[src/rtl/hazard_scoreboard_pkg.sv]
// hazard_scoreboard_pkg: shared types and constants for the hazard scoreboard.
//   sb_entry_t   : one in-flight pipeline entry {valid, wen, wreg, tnew}
//   TUSE_UNUSED  : Tuse value meaning "operand not read" (all ones)
//   *_LAT_DEF    : default MDU busy latencies
// Entry fields are sized to the largest supported REG_W / T_W; narrower
// parameterisations zero-extend into them.
package hazard_scoreboard_pkg;

  localparam int unsigned SB_REG_W_MAX = 8;
  localparam int unsigned SB_T_W_MAX   = 4;

  localparam int unsigned REG_W_DEF    = 5;
  localparam int unsigned T_W_DEF      = 2;
  localparam int unsigned DEPTH_DEF    = 3;
  localparam int unsigned MULT_LAT_DEF = 5;
  localparam int unsigned DIV_LAT_DEF  = 10;

  localparam logic [T_W_DEF-1:0] TUSE_UNUSED = '1;

  typedef struct packed {
    logic                    valid;
    logic                    wen;
    logic [SB_REG_W_MAX-1:0] wreg;
    logic [SB_T_W_MAX-1:0]   tnew;
  } sb_entry_t;

  // Counter width able to hold the larger of the two latencies.
  function automatic int unsigned md_cnt_w(input int unsigned mult_lat,
                                           input int unsigned div_lat);
    int unsigned max_lat;
    max_lat = (mult_lat > div_lat) ? mult_lat : div_lat;
    return $clog2(max_lat + 1);
  endfunction

  // Advance an entry by one stage: tnew counts down and saturates at 0.
  function automatic sb_entry_t age_entry(input sb_entry_t e);
    sb_entry_t a;
    a = e;
    if (a.tnew != '0) a.tnew = a.tnew - SB_T_W_MAX'(1);
    return a;
  endfunction

endpackage

[src/rtl/hazard_scoreboard_if.sv]
// hazard_scoreboard_if: D-stage issue bus and hazard outputs.
//   master: drives D_* issue fields and flush; observes stall, md_busy
//   slave : the scoreboard; consumes D_* and flush; drives stall, md_busy
interface hazard_scoreboard_if
  import hazard_scoreboard_pkg::*;
#(
  parameter int unsigned REG_W = REG_W_DEF,
  parameter int unsigned T_W   = T_W_DEF
);

  logic [REG_W-1:0] D_rs;
  logic [REG_W-1:0] D_rt;
  logic [T_W-1:0]   D_TuseRs;
  logic [T_W-1:0]   D_TuseRt;
  logic             D_wen;
  logic [REG_W-1:0] D_wreg;
  logic [T_W-1:0]   D_Tnew;
  logic             D_mdStart;
  logic             D_mdIsDiv;
  logic             D_mdUse;
  logic             flush;
  logic             stall;
  logic             md_busy;

  modport master (
    output D_rs, D_rt, D_TuseRs, D_TuseRt, D_wen, D_wreg, D_Tnew,
           D_mdStart, D_mdIsDiv, D_mdUse, flush,
    input  stall, md_busy
  );

  modport slave (
    input  D_rs, D_rt, D_TuseRs, D_TuseRt, D_wen, D_wreg, D_Tnew,
           D_mdStart, D_mdIsDiv, D_mdUse, flush,
    output stall, md_busy
  );

endinterface

[src/rtl/hazard_scoreboard_md_busy_cnt.sv]
// md_busy_cnt: multiply/divide unit busy counter.
//   clk, reset : clock, async active-high reset
//   i_start    : accepted MDU start (already qualified by !stall)
//   i_is_div   : load DIV_LAT instead of MULT_LAT
//   i_flush    : discard any remaining count at the next edge
//   o_busy     : counter non-zero
module md_busy_cnt
  import hazard_scoreboard_pkg::*;
#(
  parameter int unsigned MULT_LAT = MULT_LAT_DEF,
  parameter int unsigned DIV_LAT  = DIV_LAT_DEF
) (
  input  logic clk,
  input  logic reset,
  input  logic i_start,
  input  logic i_is_div,
  input  logic i_flush,
  output logic o_busy
);

  localparam int unsigned CNT_W = md_cnt_w(MULT_LAT, DIV_LAT);

  logic [CNT_W-1:0] r_cnt;
  logic [CNT_W-1:0] w_cnt_nxt;
  logic             r_busy;

  // Flush beats start; a start in the last busy cycle reloads without a gap.
  always_comb begin
    w_cnt_nxt = r_cnt;
    if (i_flush) begin
      w_cnt_nxt = '0;
    end else if (i_start) begin
      w_cnt_nxt = i_is_div ? CNT_W'(DIV_LAT) : CNT_W'(MULT_LAT);
    end else if (r_cnt != '0) begin
      w_cnt_nxt = r_cnt - CNT_W'(1);
    end
  end

  // Busy flag registered alongside the count so it tracks it exactly.
  always_ff @(posedge clk or posedge reset) begin
    if (reset) begin
      r_cnt  <= '0;
      r_busy <= 1'b0;
    end else begin
      r_cnt  <= w_cnt_nxt;
      r_busy <= (w_cnt_nxt != '0);
    end
  end

  assign o_busy = r_busy;

endmodule

[src/rtl/hazard_scoreboard.sv]
// hazard_scoreboard: Tuse/Tnew stall generator for an in-order pipeline.
//   clk, reset : clock, async active-high reset
//   bus.D_*    : D-stage source regs, Tuse, destination, Tnew, MDU controls
//   bus.flush  : kill all tracked entries and the MDU count at the next edge
//   bus.stall  : combinational; freeze PC/D and inject a bubble into E
//   bus.md_busy: MDU busy counter non-zero
// Entry 0 is E, entry DEPTH-1 is the oldest tracked stage.
module hazard_scoreboard
  import hazard_scoreboard_pkg::*;
#(
  parameter int unsigned REG_W    = REG_W_DEF,
  parameter int unsigned DEPTH    = DEPTH_DEF,
  parameter int unsigned T_W      = T_W_DEF,
  parameter int unsigned MULT_LAT = MULT_LAT_DEF,
  parameter int unsigned DIV_LAT  = DIV_LAT_DEF
) (
  input  logic                clk,
  input  logic                reset,
  hazard_scoreboard_if.slave  bus
);

  sb_entry_t        r_sb [DEPTH];
  sb_entry_t        w_d_entry;
  logic [DEPTH-1:0] w_haz_rs;
  logic [DEPTH-1:0] w_haz_rt;
  logic             w_md_busy;
  logic             w_md_hazard;
  logic             w_md_start;
  logic             w_stall;

  // Entry presented to E: the D instruction, or a bubble while stalling.
  always_comb begin
    w_d_entry = '0;
    if (!w_stall) begin
      w_d_entry.valid = 1'b1;
      w_d_entry.wen   = bus.D_wen;
      w_d_entry.wreg  = SB_REG_W_MAX'(bus.D_wreg);
      w_d_entry.tnew  = SB_T_W_MAX'(bus.D_Tnew);
    end
  end

  // Pipeline shift; flush clears every entry and suppresses the new load.
  always_ff @(posedge clk or posedge reset) begin
    if (reset) begin
      for (int k = 0; k < int'(DEPTH); k++) r_sb[k] <= '0;
    end else if (bus.flush) begin
      for (int k = 0; k < int'(DEPTH); k++) r_sb[k] <= '0;
    end else begin
      r_sb[0] <= w_d_entry;
      for (int k = 1; k < int'(DEPTH); k++) r_sb[k] <= age_entry(r_sb[k-1]);
    end
  end

  // Per-entry hazard compare; rs and rt are checked independently.
  for (genvar k = 0; k < int'(DEPTH); k++) begin : g_haz
    assign w_haz_rs[k] = r_sb[k].valid & r_sb[k].wen &
                         (r_sb[k].wreg == SB_REG_W_MAX'(bus.D_rs)) &
                         (bus.D_rs != '0) &
                         (SB_T_W_MAX'(bus.D_TuseRs) < r_sb[k].tnew);
    assign w_haz_rt[k] = r_sb[k].valid & r_sb[k].wen &
                         (r_sb[k].wreg == SB_REG_W_MAX'(bus.D_rt)) &
                         (bus.D_rt != '0) &
                         (SB_T_W_MAX'(bus.D_TuseRt) < r_sb[k].tnew);
  end

  assign w_md_hazard = bus.D_mdUse & w_md_busy;
  assign w_stall     = (|w_haz_rs) | (|w_haz_rt) | w_md_hazard;
  assign w_md_start  = bus.D_mdStart & ~w_stall;

  md_busy_cnt #(
    .MULT_LAT (MULT_LAT),
    .DIV_LAT  (DIV_LAT)
  ) u_md_busy_cnt (
    .clk      (clk),
    .reset    (reset),
    .i_start  (w_md_start),
    .i_is_div (bus.D_mdIsDiv),
    .i_flush  (bus.flush),
    .o_busy   (w_md_busy)
  );

  assign bus.stall   = w_stall;
  assign bus.md_busy = w_md_busy;

endmodule

[src/flat_wrapper.sv]
// flat-port wrapper written by rule: the top's interface ports become plain ports
module hazard_scoreboard_flat import hazard_scoreboard_pkg::*;
#(
  parameter int unsigned REG_W    = REG_W_DEF,
  parameter int unsigned DEPTH    = DEPTH_DEF,
  parameter int unsigned T_W      = T_W_DEF,
  parameter int unsigned MULT_LAT = MULT_LAT_DEF,
  parameter int unsigned DIV_LAT  = DIV_LAT_DEF
)
  (clk, reset, bus_D_rs, bus_D_rt, bus_D_TuseRs, bus_D_TuseRt, bus_D_wen, bus_D_wreg, bus_D_Tnew, bus_D_mdStart, bus_D_mdIsDiv, bus_D_mdUse, bus_flush, bus_stall, bus_md_busy);
  hazard_scoreboard_if #(.REG_W(REG_W), .T_W(T_W)) bus_i ();
  input  logic clk;
  input  logic reset;
  input wire logic [$bits(bus_i.D_rs)-1:0] bus_D_rs;
  input wire logic [$bits(bus_i.D_rt)-1:0] bus_D_rt;
  input wire logic [$bits(bus_i.D_TuseRs)-1:0] bus_D_TuseRs;
  input wire logic [$bits(bus_i.D_TuseRt)-1:0] bus_D_TuseRt;
  input wire logic [$bits(bus_i.D_wen)-1:0] bus_D_wen;
  input wire logic [$bits(bus_i.D_wreg)-1:0] bus_D_wreg;
  input wire logic [$bits(bus_i.D_Tnew)-1:0] bus_D_Tnew;
  input wire logic [$bits(bus_i.D_mdStart)-1:0] bus_D_mdStart;
  input wire logic [$bits(bus_i.D_mdIsDiv)-1:0] bus_D_mdIsDiv;
  input wire logic [$bits(bus_i.D_mdUse)-1:0] bus_D_mdUse;
  input wire logic [$bits(bus_i.flush)-1:0] bus_flush;
  output wire logic [$bits(bus_i.stall)-1:0] bus_stall;
  output wire logic [$bits(bus_i.md_busy)-1:0] bus_md_busy;
  assign bus_i.D_rs = bus_D_rs;
  assign bus_i.D_rt = bus_D_rt;
  assign bus_i.D_TuseRs = bus_D_TuseRs;
  assign bus_i.D_TuseRt = bus_D_TuseRt;
  assign bus_i.D_wen = bus_D_wen;
  assign bus_i.D_wreg = bus_D_wreg;
  assign bus_i.D_Tnew = bus_D_Tnew;
  assign bus_i.D_mdStart = bus_D_mdStart;
  assign bus_i.D_mdIsDiv = bus_D_mdIsDiv;
  assign bus_i.D_mdUse = bus_D_mdUse;
  assign bus_i.flush = bus_flush;
  assign bus_stall = bus_i.stall;
  assign bus_md_busy = bus_i.md_busy;
  hazard_scoreboard #(.REG_W(REG_W), .DEPTH(DEPTH), .T_W(T_W), .MULT_LAT(MULT_LAT), .DIV_LAT(DIV_LAT)) u_core (.clk(clk), .reset(reset), .bus(bus_i));
endmodule
[config.mk]
export PLATFORM = sky130hd
export DESIGN_NAME = hazard_scoreboard_flat
export DESIGN_NICKNAME = d
export VERILOG_FILES = /design/src/rtl/hazard_scoreboard_pkg.sv /design/src/rtl/hazard_scoreboard_if.sv /design/src/rtl/hazard_scoreboard_md_busy_cnt.sv /design/src/rtl/hazard_scoreboard.sv /design/src/flat_wrapper.sv
export SDC_FILE = /design/constraint.sdc
export NUM_CORES = 1
export LEC_CHECK = 0
export CAP_MARGIN = 20
export CORE_MARGIN = 2
export CORE_UTILIZATION = 57
export DETAILED_ROUTE_END_ITERATION = 8
export PLACE_DENSITY_LB_ADDON = 0.3
export SLEW_MARGIN = 20
export SYNTH_ARGS = -nofsm -noshare
export SYNTH_HDL_FRONTEND = slang
export SYNTH_SLANG_ARGS = --single-unit
[constraint.sdc]
create_clock -name clk -period 5.71 [get_ports clk]
set_clock_uncertainty 0.05 [all_clocks]
set_input_delay 1.142 -clock clk [delete_from_list [all_inputs] [get_ports clk]]
set_output_delay 1.142 -clock clk [all_outputs]
set_load 0.03 [all_outputs]
==> impl_results.md, run 1 <==
* CP cell instances: clkdlybuf4s50_1 > ha_1 > a21oi_1 > nor3_1 > o41ai_2 > a211o_1 > clkdlybuf4s50_1
* Initial Util at 0.591
* GRT Residual Overflow at 0
* Outcome: complete, no violations
* PwrDens at about 280 nW/µm²
* Max-Slew Margin vs Limit at 0.332
* Post-route ant nets at 0
* Fin crit share at 0.840
* Async SR Flop Fraction at 1.00
* Setup Buffers After CTS at 0
* Most frequent cells in the layout: dfrtp_1, clkdlybuf4s50_1, xor2_1
* Initial antenna violation count at 0
* Starting DRT DRC Count at slightly below 80
* Unrepaired setup endpoints after global routing: false
* Max Buffers Root-to-Sink at 2
* Mapped Area at between 1500 and 2000 µm²
* Worst-path fanout max at 3
* Worst Max-Slew Pin Slew at roughly 1 ns
* Syn Area/Cell at 10.6 µm²
* Worst VDD drop at 0.225 mV
* Finished layout cell area at 2390 µm²
* First-pass GRT wire length at a little over 7 mm
* DP HPWL at 3.36 mm
* CTS buffer count at 5
* Synth top area share at 0.447
* Port Buffer Count at 29
* Max Slew Vio Count at 0
* Ys Warns at 0
* Register area share after synthesis at 0.447
* Post-route insts no fill at 265
* DR vias at 1429
* Fmax at 208 MHz
* Cts repair resizes at 0
* WP buf/inv at 2
* Startpoint types: primary input
* Hold-fix buffers, CTS at 0
* Syn Nets at 221
* DRC viols at 0
* Largest net degree at the start of global routing at 36
* Die height at roughly 63 µm
* Worst min-delay path category: reg2reg
* Clk_lat worst skew at 0.34 ns
* Post-synth EDFFs at 0
* Final Util at 0.721
* Worst Hold Depth at 1
* Die X at 62.6 µm
* Final worst slack at roughly 0.91 ns
* Vias per cell at ~5.4
* Fin crit period at 4.80 ns
* CTS Sinks at 35
* CP max stage cell: clkdlybuf4s50_1
* R2R setup slack at 3.28 ns
* Critical path required time at between 4 and 5 ns
* Pre-CTS setup slack at 0.918 ns
* Antenna fix cells at 0
* Worst R2R Path Depth at 7
* Worst-path clk slew at 0.10 ns
* Mapped Cells at 184
* CORE AREA at about 3300 µm²
* Die area at just under 4000 µm²
* Clock root buffer: clkbuf_4
* Synth unique cells at 35
* Leak at about 1.1 nW
* CP peak stage delay at 0.67 ns
* Setup TNS at 0 ns
* Overall Global Routing Usage at 0.245
* Drt wl/cell at 15.9 µm
* Synth area leader: dfrtp_1
* Max-cap violation count at 0
* # nets final at 255
* DP Cell Count at about 260
* Critical path's most frequent cell: clkdlybuf4s50_1
* Arr. time, crit path at 3.61 ns
* Vias in the first global route at 1589
* Final Hold Fails at 0
* Filler instances at around 270
* H-tree levels at 2
* CP Depth at 7
* Share of cells above drive strength 1 at 0.0822
* RePlAce Congestion at 0.924
* Area Growth Syn to Fin at 22.0%
* Std cell rows at 21
* Setup CP Type: in2out
* I/O pins at 30
* CTS tree: done
* Top cells by area, synth: dfrtp_1, xor2_1, ha_1, xnor2_1, nor2b_1
* DR pass1 iterations at 4
* Crit path max-delay family: buffers and inverters
* Area after DPL at 2300 µm²
* Setup-failing EPs final at 0
* FF+latch count, synth at 35
* Critical Path End Type: output port
* Routed WL at 4.21 mm
* Main synth FF type: dfrtp_1
* Leading cell type in the layout, fill and taps excluded: dfrtp_1
-- synthesized netlist by cell type, types with 5 or more instances --
master,instances
xor2_1,21
mux2i_1,5
nor2b_1,15
ha_1,9
dfrtp_1,35
nand2b_1,5
xnor2_1,11
nor3_1,8
inv_1,11
nand2_1,7
nor2_1,11
and2_1,8
-- layer usage --
layer	routed length, µm	share of wire	track usage
met1	1780	0.42	0.292
met2	2080	0.49	0.417
met3	229	0.054	0.0721
met4	124	0.029	0.0972
met5	0	0	0
-- report_power, final --
group	internal [W]	switching, W	total, W
sequential	0.000270	0.0000187	0.000289
clock	0.000103	0.0000818	0.000185
combinational	0.0000875	0.0000952	0.000183
-- registers in the layout, indices dropped and copies added, names as in the netlist --
| register | count |
|---|---|
| u_core.r_sb | 30 |
| u_core.u_md_busy_cnt.r_cnt | 4 |
| u_core.u_md_busy_cnt.o_busy | 1 |
-- worst reg2reg max path: stages (launching register included) --
cell,delay [ns]
dfrtp_1,0.34
inv_1,0.05
ha_1,0.27
a21oi_1,0.06
o311ai_0,0.39
o211ai_2,0.26
a2111oi_4,0.53
mux2_1,0.37
-- stage by stage --
stage	power, W	hold slack [ns]
global route	0.000693	0.433
global placement	0.000457	0.377
floorplan	0.000409	0.362
finish	0.000657	0.402
CTS	0.000659	0.407
detailed placement	0.000475	0.396
-- cell families after synthesis --
kind of cell | after synthesis | synth area share
compound gates | 17 | 0.0863
simple gates | 68 | 0.194
buf+inv | 14 | 0.0268
flops | 35 | 0.447
mux | 8 | 0.0428
xor+xnor | 32 | 0.143
other cells | 1 | 0.00192
fa+ha+maj | 9 | 0.0575
-- worst paths after layout --
path,startpoint,end
min,u_core.r_sb[28],u_core.r_sb[14]
max in group asynchronous,reset,u_core.u_md_busy_cnt.r_cnt[1]
min reg2reg,u_core.r_sb[28],u_core.r_sb[14]
min in group asynchronous,reset,u_core.r_sb[1]
max reg2reg,u_core.r_sb[1],u_core.u_md_busy_cnt.r_cnt[2]
max,bus_D_TuseRs[1],bus_stall
-- final cells by class --
type	count	area, µm²	area share
inverter	11	41.3	0.0173
tap	46	57.6	0.0241
multi-input combinational	135	1030	0.431
timing repair buffer	30	298	0.125
clock buffer	6	51.3	0.0215
sequential	35	876	0.367
clock inverter	2	35.0	0.0147
Note: power is estimated with default switching activity, not from simulation.
==> run 2, diff against run 1 <==
Settings changed: CORE_UTILIZATION 57 to 53.
Clock period 5.71 ns to 4.8 ns, I/O delays scaled along.
==> impl_results.md, run 2 (same netlist as run 1, synthesis figures left out) <==
* CTS buffer count at 5
* Crit path max-delay family: buffers and inverters
* Cts repair resizes at 0
* Std cell rows at 22
* Fmax at 225 MHz
* Fin crit period at between 4 and 5 ns
* WHS at 0.391 ns
* Critical path required time at 3.79 ns
* Largest net degree at the start of global routing at 36
* Worst R2R Path Depth at 7
* Overall Global Routing Usage at 0.218
* Routed WL at 3.97 mm
* Clock root buffer: clkbuf_8
* DR vias at 1394
* Fin crit share at 0.925
* CP startpoint: bus_D_TuseRs[1]
* Final Hold Fails at 0
* Critical Path End Type: output port
* Worst Hold Depth at 1
* Worst-path clk slew at 0.06 ns
* Arr. time, crit path at ~3.4 ns
* Setup Buffers After CTS at 0
* Worst-path fanout max at 3
* Die area at 4200 µm²
* Unrepaired setup endpoints after global routing: false
* Worst VDD drop at 0.202 mV
* DR pass1 iterations at 4
* CTS tree: done
* Max Buffers Root-to-Sink at 2
* Drt wl/cell at approximately 15 µm
* CTS Sinks at 35
* Most frequent cells in the layout: dfrtp_1, clkdlybuf4s50_1, xor2_1
* Max-cap violation count at 0
* Worst Max-Slew Pin Slew at 0.940 ns
* Max-Slew Margin vs Limit at 0.372
* Vias in the first global route at 1471
* Pre-CTS setup slack at 0.358 ns
* Setup-failing EPs final at 0
* CP max stage cell: clkdlybuf4s50_1
* # nets final at 255
* Antenna fix cells at 0
* Critical path's most frequent cell: clkdlybuf4s50_1
* Max FFs per register at 30
* First-pass GRT wire length at 6.76 mm
* DRC viols at 0
* H-tree levels at 2
* CORE AREA at 3610 µm²
* Outcome: complete, no violations
* Initial antenna violation count at 0
* CP Depth at 7
* Leading cell type in the layout, fill and taps excluded: dfrtp_1
* RePlAce Congestion at 0.927
* Setup TNS at 0 ns
* Design Power at about 0.00076 W
* Die X at 64.8 µm
* Starting DRT DRC Count at 70
* DP HPWL at 3.09 mm
* I/O pins at 30
* Die height at 64.8 µm
* Hold Crit Start: u_core.r_sb[28]
* Leak at 1.09 nW
* Share of cells above drive strength 1 at 0.0780
* Initial Util at 0.543
* CP cell instances: clkdlybuf4s50_1 > ha_1 > a21oi_1 > nor3_1 > o41ai_2 > a211o_1 > clkdlybuf4s50_1
* Clk_lat worst skew at 0.29 ns
* PwrDens at 320 nW/µm²
* Hold-fix buffers, CTS at 0
* Vias per cell at 5.24
* Area Growth Syn to Fin at 22.2%
* Setup CP Type: in2out
* CP peak stage delay at between 0.6 and 0.7 ns
* Reg2Reg Launch Point: u_core.r_sb[1]
* Worst min-delay path category: reg2reg
* Startpoint types: primary input
* WP buf/inv at 2
* Max Slew Vio Count at 0
* Most flop-heavy register: u_core.r_sb
* Final worst slack at 0.361 ns
* Post-route ant nets at 0
* GRT Residual Overflow at 0
* Port Buffer Count at 29
run 2: changes by cell type in the layout (fill, tap and decap cells not counted):
| cell | before | now |
|---|---|---|
| bufinv_16 | 1 | 0 |
| clkbuf_4 | 5 | 0 |
| clkbuf_8 | 1 | 6 |
run 2: layout make-up:
type                       count  area, µm²
clock inverter                 1       5.00
multi-input combinational    135       1030
timing repair buffer          30        298
fill                         296       1210
tap                           48       60.1
inverter                      11       41.3
clock buffer                   6       82.6
sequential                    35        876
run 2: final timing paths:
kind                                                  to  slack, ns
min in group asynchronous                u_core.r_sb[15]       1.02
min                                      u_core.r_sb[14]       0.39
max in group asynchronous                 u_core.r_sb[7]       3.37
max                                            bus_stall       0.36
max reg2reg                u_core.u_md_busy_cnt.r_cnt[2]       2.38
min reg2reg                              u_core.r_sb[14]       0.39
run 2: power by group:
group          total (W)  switching, W  internal (W)
logic           0.000211      0.000107      0.000103
clock network   0.000210     0.0000976      0.000112
registers       0.000344     0.0000217      0.000322
total           0.000764      0.000227      0.000538
run 2: metal layers:
metal	track usage	vias up	part of all wire
li1	-	680	-
met1	0.286	668	0.46
met2	0.352	40	0.47
met3	0.0660	6	0.055
met4	0.0559	0	0.013
met5	0	-	0
run 2: through the flow:
stage	area, µm²	utilization	cells
floorplan	1960	-	184
global placement	2300	0.639	259
detailed placement	2300	0.639	259
CTS	2390	0.663	266
global route	2390	0.663	266
finish	2390	0.663	266
run 2: worst reg2reg max path, delay by kind of cell (launching register included):
family | cells | cell delay, ns
buffers and inverters | 1 | 0.07
adders and majority gates | 1 | 0.28
DFF | 1 | 0.33
muxes | 1 | 0.37
AOI/OAI and AO/OA | 4 | 1.19
==> run 3, diff against run 2 <==
Settings changed: ABC_AREA set to 1, CORE_UTILIZATION 53 to 54.
==> impl_results.md, run 3 <==
* Syn Nets at 328
* Outcome: complete, no violations
* Mapped Area at 2100 µm²
* DRC viols at 0
* Port Buffer Count at 29
* Ys Warns at 0
* Area Growth Syn to Fin at 22.3%
* Routed WL at 4.60 mm
* Crit path max-delay family: buffers and inverters
* Count leader, synth: nand2_1
* Syn Area/Cell at approximately 7.2 µm²
* Post-synth top cells: nand2_1, inv_1, dfrtp_1
* Max-Slew Margin vs Limit at 0.461
* Fmax at 239 MHz
* Unrepaired setup endpoints after global routing: false
* Max Slew Vio Count at 0
* Mapped Cells at 291
* Fin crit period at 4.19 ns
* Setup CP Type: in2out
* Arr. time, crit path at 3.18 ns
* Register area share after synthesis at 0.417
* Largest net degree at the start of global routing at 36
* Die height at 66.3 µm
* Max-cap violation count at 0
* Max FFs per register at 30
* DR vias at 1800
* Setup TNS at 0 ns
* Max Buffers Root-to-Sink at 2
* Async SR Flop Fraction at 1.00
* CTS Sinks at 35
* Vias per cell at 4.80
* Final Hold Fails at 0
* Leak at roughly 1.4 nW
* CP cell instances: clkdlybuf4s50_1 > ha_1 > a21boi_0 > o21ai_0 > nand3_1 > nand3_1 > nand2_1 > nand2_2 > clkdlybuf4s50_1
* Worst min-delay path category: reg2reg
* Most flop-heavy register: u_core.r_sb
* Drt wl/cell at ~12 µm
* DR pass1 iterations at 4
* Starting DRT DRC Count at 80
* Synth unique cells at 26
* Vias in the first global route at roughly 1700
* DP HPWL at 3.64 mm
* Synth area leader: dfrtp_1
* Overall Global Routing Usage at 0.238
* Clock root buffer: clkbuf_8
* Leading cell type in the layout, fill and taps excluded: nand2_1
* Main synth FF type: dfrtp_1
* Startpoint types: primary input
* Worst Max-Slew Pin Slew at 0.806 ns
* CTS buffer count at 5
* Worst-path fanout max at 4
* Setup-failing EPs final at 0
* CP peak stage delay at 0.68 ns
* Synth top area share at 0.417
* Post-route ant nets at 0
* Share of cells above drive strength 1 at 0.125
* FF+latch count, synth at 35
* WP buf/inv at 2
* Top cells by area, synth: dfrtp_1, nand2_1, inv_1, nor2_1, ha_1
* Worst-path clk slew at 0.07 ns
* CP max stage cell: clkdlybuf4s50_1
* # nets final at 363
* Die X at between 60 and 70 µm
* Initial Util at 0.569
* Design Power at between 0.0008 and 0.0009 W
* Cts repair resizes at 0
* First-pass GRT wire length at 7.77 mm
* Clk_lat worst skew at 0.28 ns
* CTS tree: done
* H-tree levels at 2
* Hold-fix buffers, CTS at 0
* Initial antenna violation count at 0
* Most frequent cells in the layout: nand2_1, inv_1, dfrtp_1
* Antenna fix cells at 0
* Critical Path End Type: output port
* Fin crit share at 0.873
* Critical path required time at 3.79 ns
* I/O pins at 30
* Setup Buffers After CTS at 0
* Post-synth EDFFs at 0
* RePlAce Congestion at 0.972
* Die area at about 4400 µm²
* GRT Residual Overflow at 0
* PwrDens at 328 nW/µm²
* Worst VDD drop at 0.221 mV
* Std cell rows at 22
* CORE AREA at 3690 µm²
-- run 3: cells by family after synthesis --
| logic type | count (synthesis) | share of synthesized area |
|---|---|---|
| simple gates | 150 | 0.315 |
| compound gates | 23 | 0.0650 |
| buf+inv | 66 | 0.118 |
| xor+xnor | 7 | 0.0292 |
| flops | 35 | 0.417 |
| fa+ha+maj | 9 | 0.0537 |
| other cells | 1 | 0.00179 |
-- run 3: cell type report --
type                            instances  area (µm²)
Clock inverter                          2        35.0
Multi-Input combinational cell        190         975
Sequential cell                        35         876
Timing Repair Buffer                   30         298
Tap cell                               48        60.1
Fill cell                             326        1120
Inverter                               64         240
Clock buffer                            6        82.6
-- run 3: worst min-delay path, stage by stage, from the launching register on --
cell	delay (ns)
dfrtp_1	0.38
inv_1	0.05
nor2_1	0.03
-- run 3: per-stage QoR --
step | area (µm²) | setup slack, ns | hold WS, ns | instances | utilization
floorplan | 2100 | 1.86 | 0.379 | 291 | -
CTS | 2570 | 0.594 | 0.443 | 375 | 0.696
global placement | 2450 | 0.661 | 0.424 | 367 | 0.664
finish | 2570 | 0.611 | 0.444 | 375 | 0.696
detailed placement | 2450 | 0.612 | 0.432 | 367 | 0.664
global route | 2570 | 0.479 | 0.463 | 375 | 0.696
-- run 3: where the power goes --
group	internal, W	switching [W]	total (W)
Sequential	0.000324	0.0000191	0.000343
Combinational	0.0000894	0.000134	0.000223
Clock	0.000168	0.000107	0.000275
-- run 3: path summary, 6_finish.rpt --
check | start | slack (ns) | depth (start not counted) | endpoint
max | bus_D_TuseRs[1] | 0.61 | 9 | bus_stall
min | u_core.r_sb[41] | 0.44 | 2 | u_core.r_sb[27]
max reg2reg | u_core.r_sb[15] | 2.84 | 11 | u_core.r_sb[34]
min reg2reg | u_core.r_sb[41] | 0.44 | 2 | u_core.r_sb[27]
max in group asynchronous | reset | 3.36 | 3 | u_core.r_sb[4]
min in group asynchronous | reset | 1.03 | 3 | u_core.r_sb[21]
-- run 3: per-layer routing --
layer,global-route usage,share of wire
met2,0.374,0.45
met1,0.327,0.48
met5,0,0
met3,0.0409,0.049
met4,0.0944,0.019
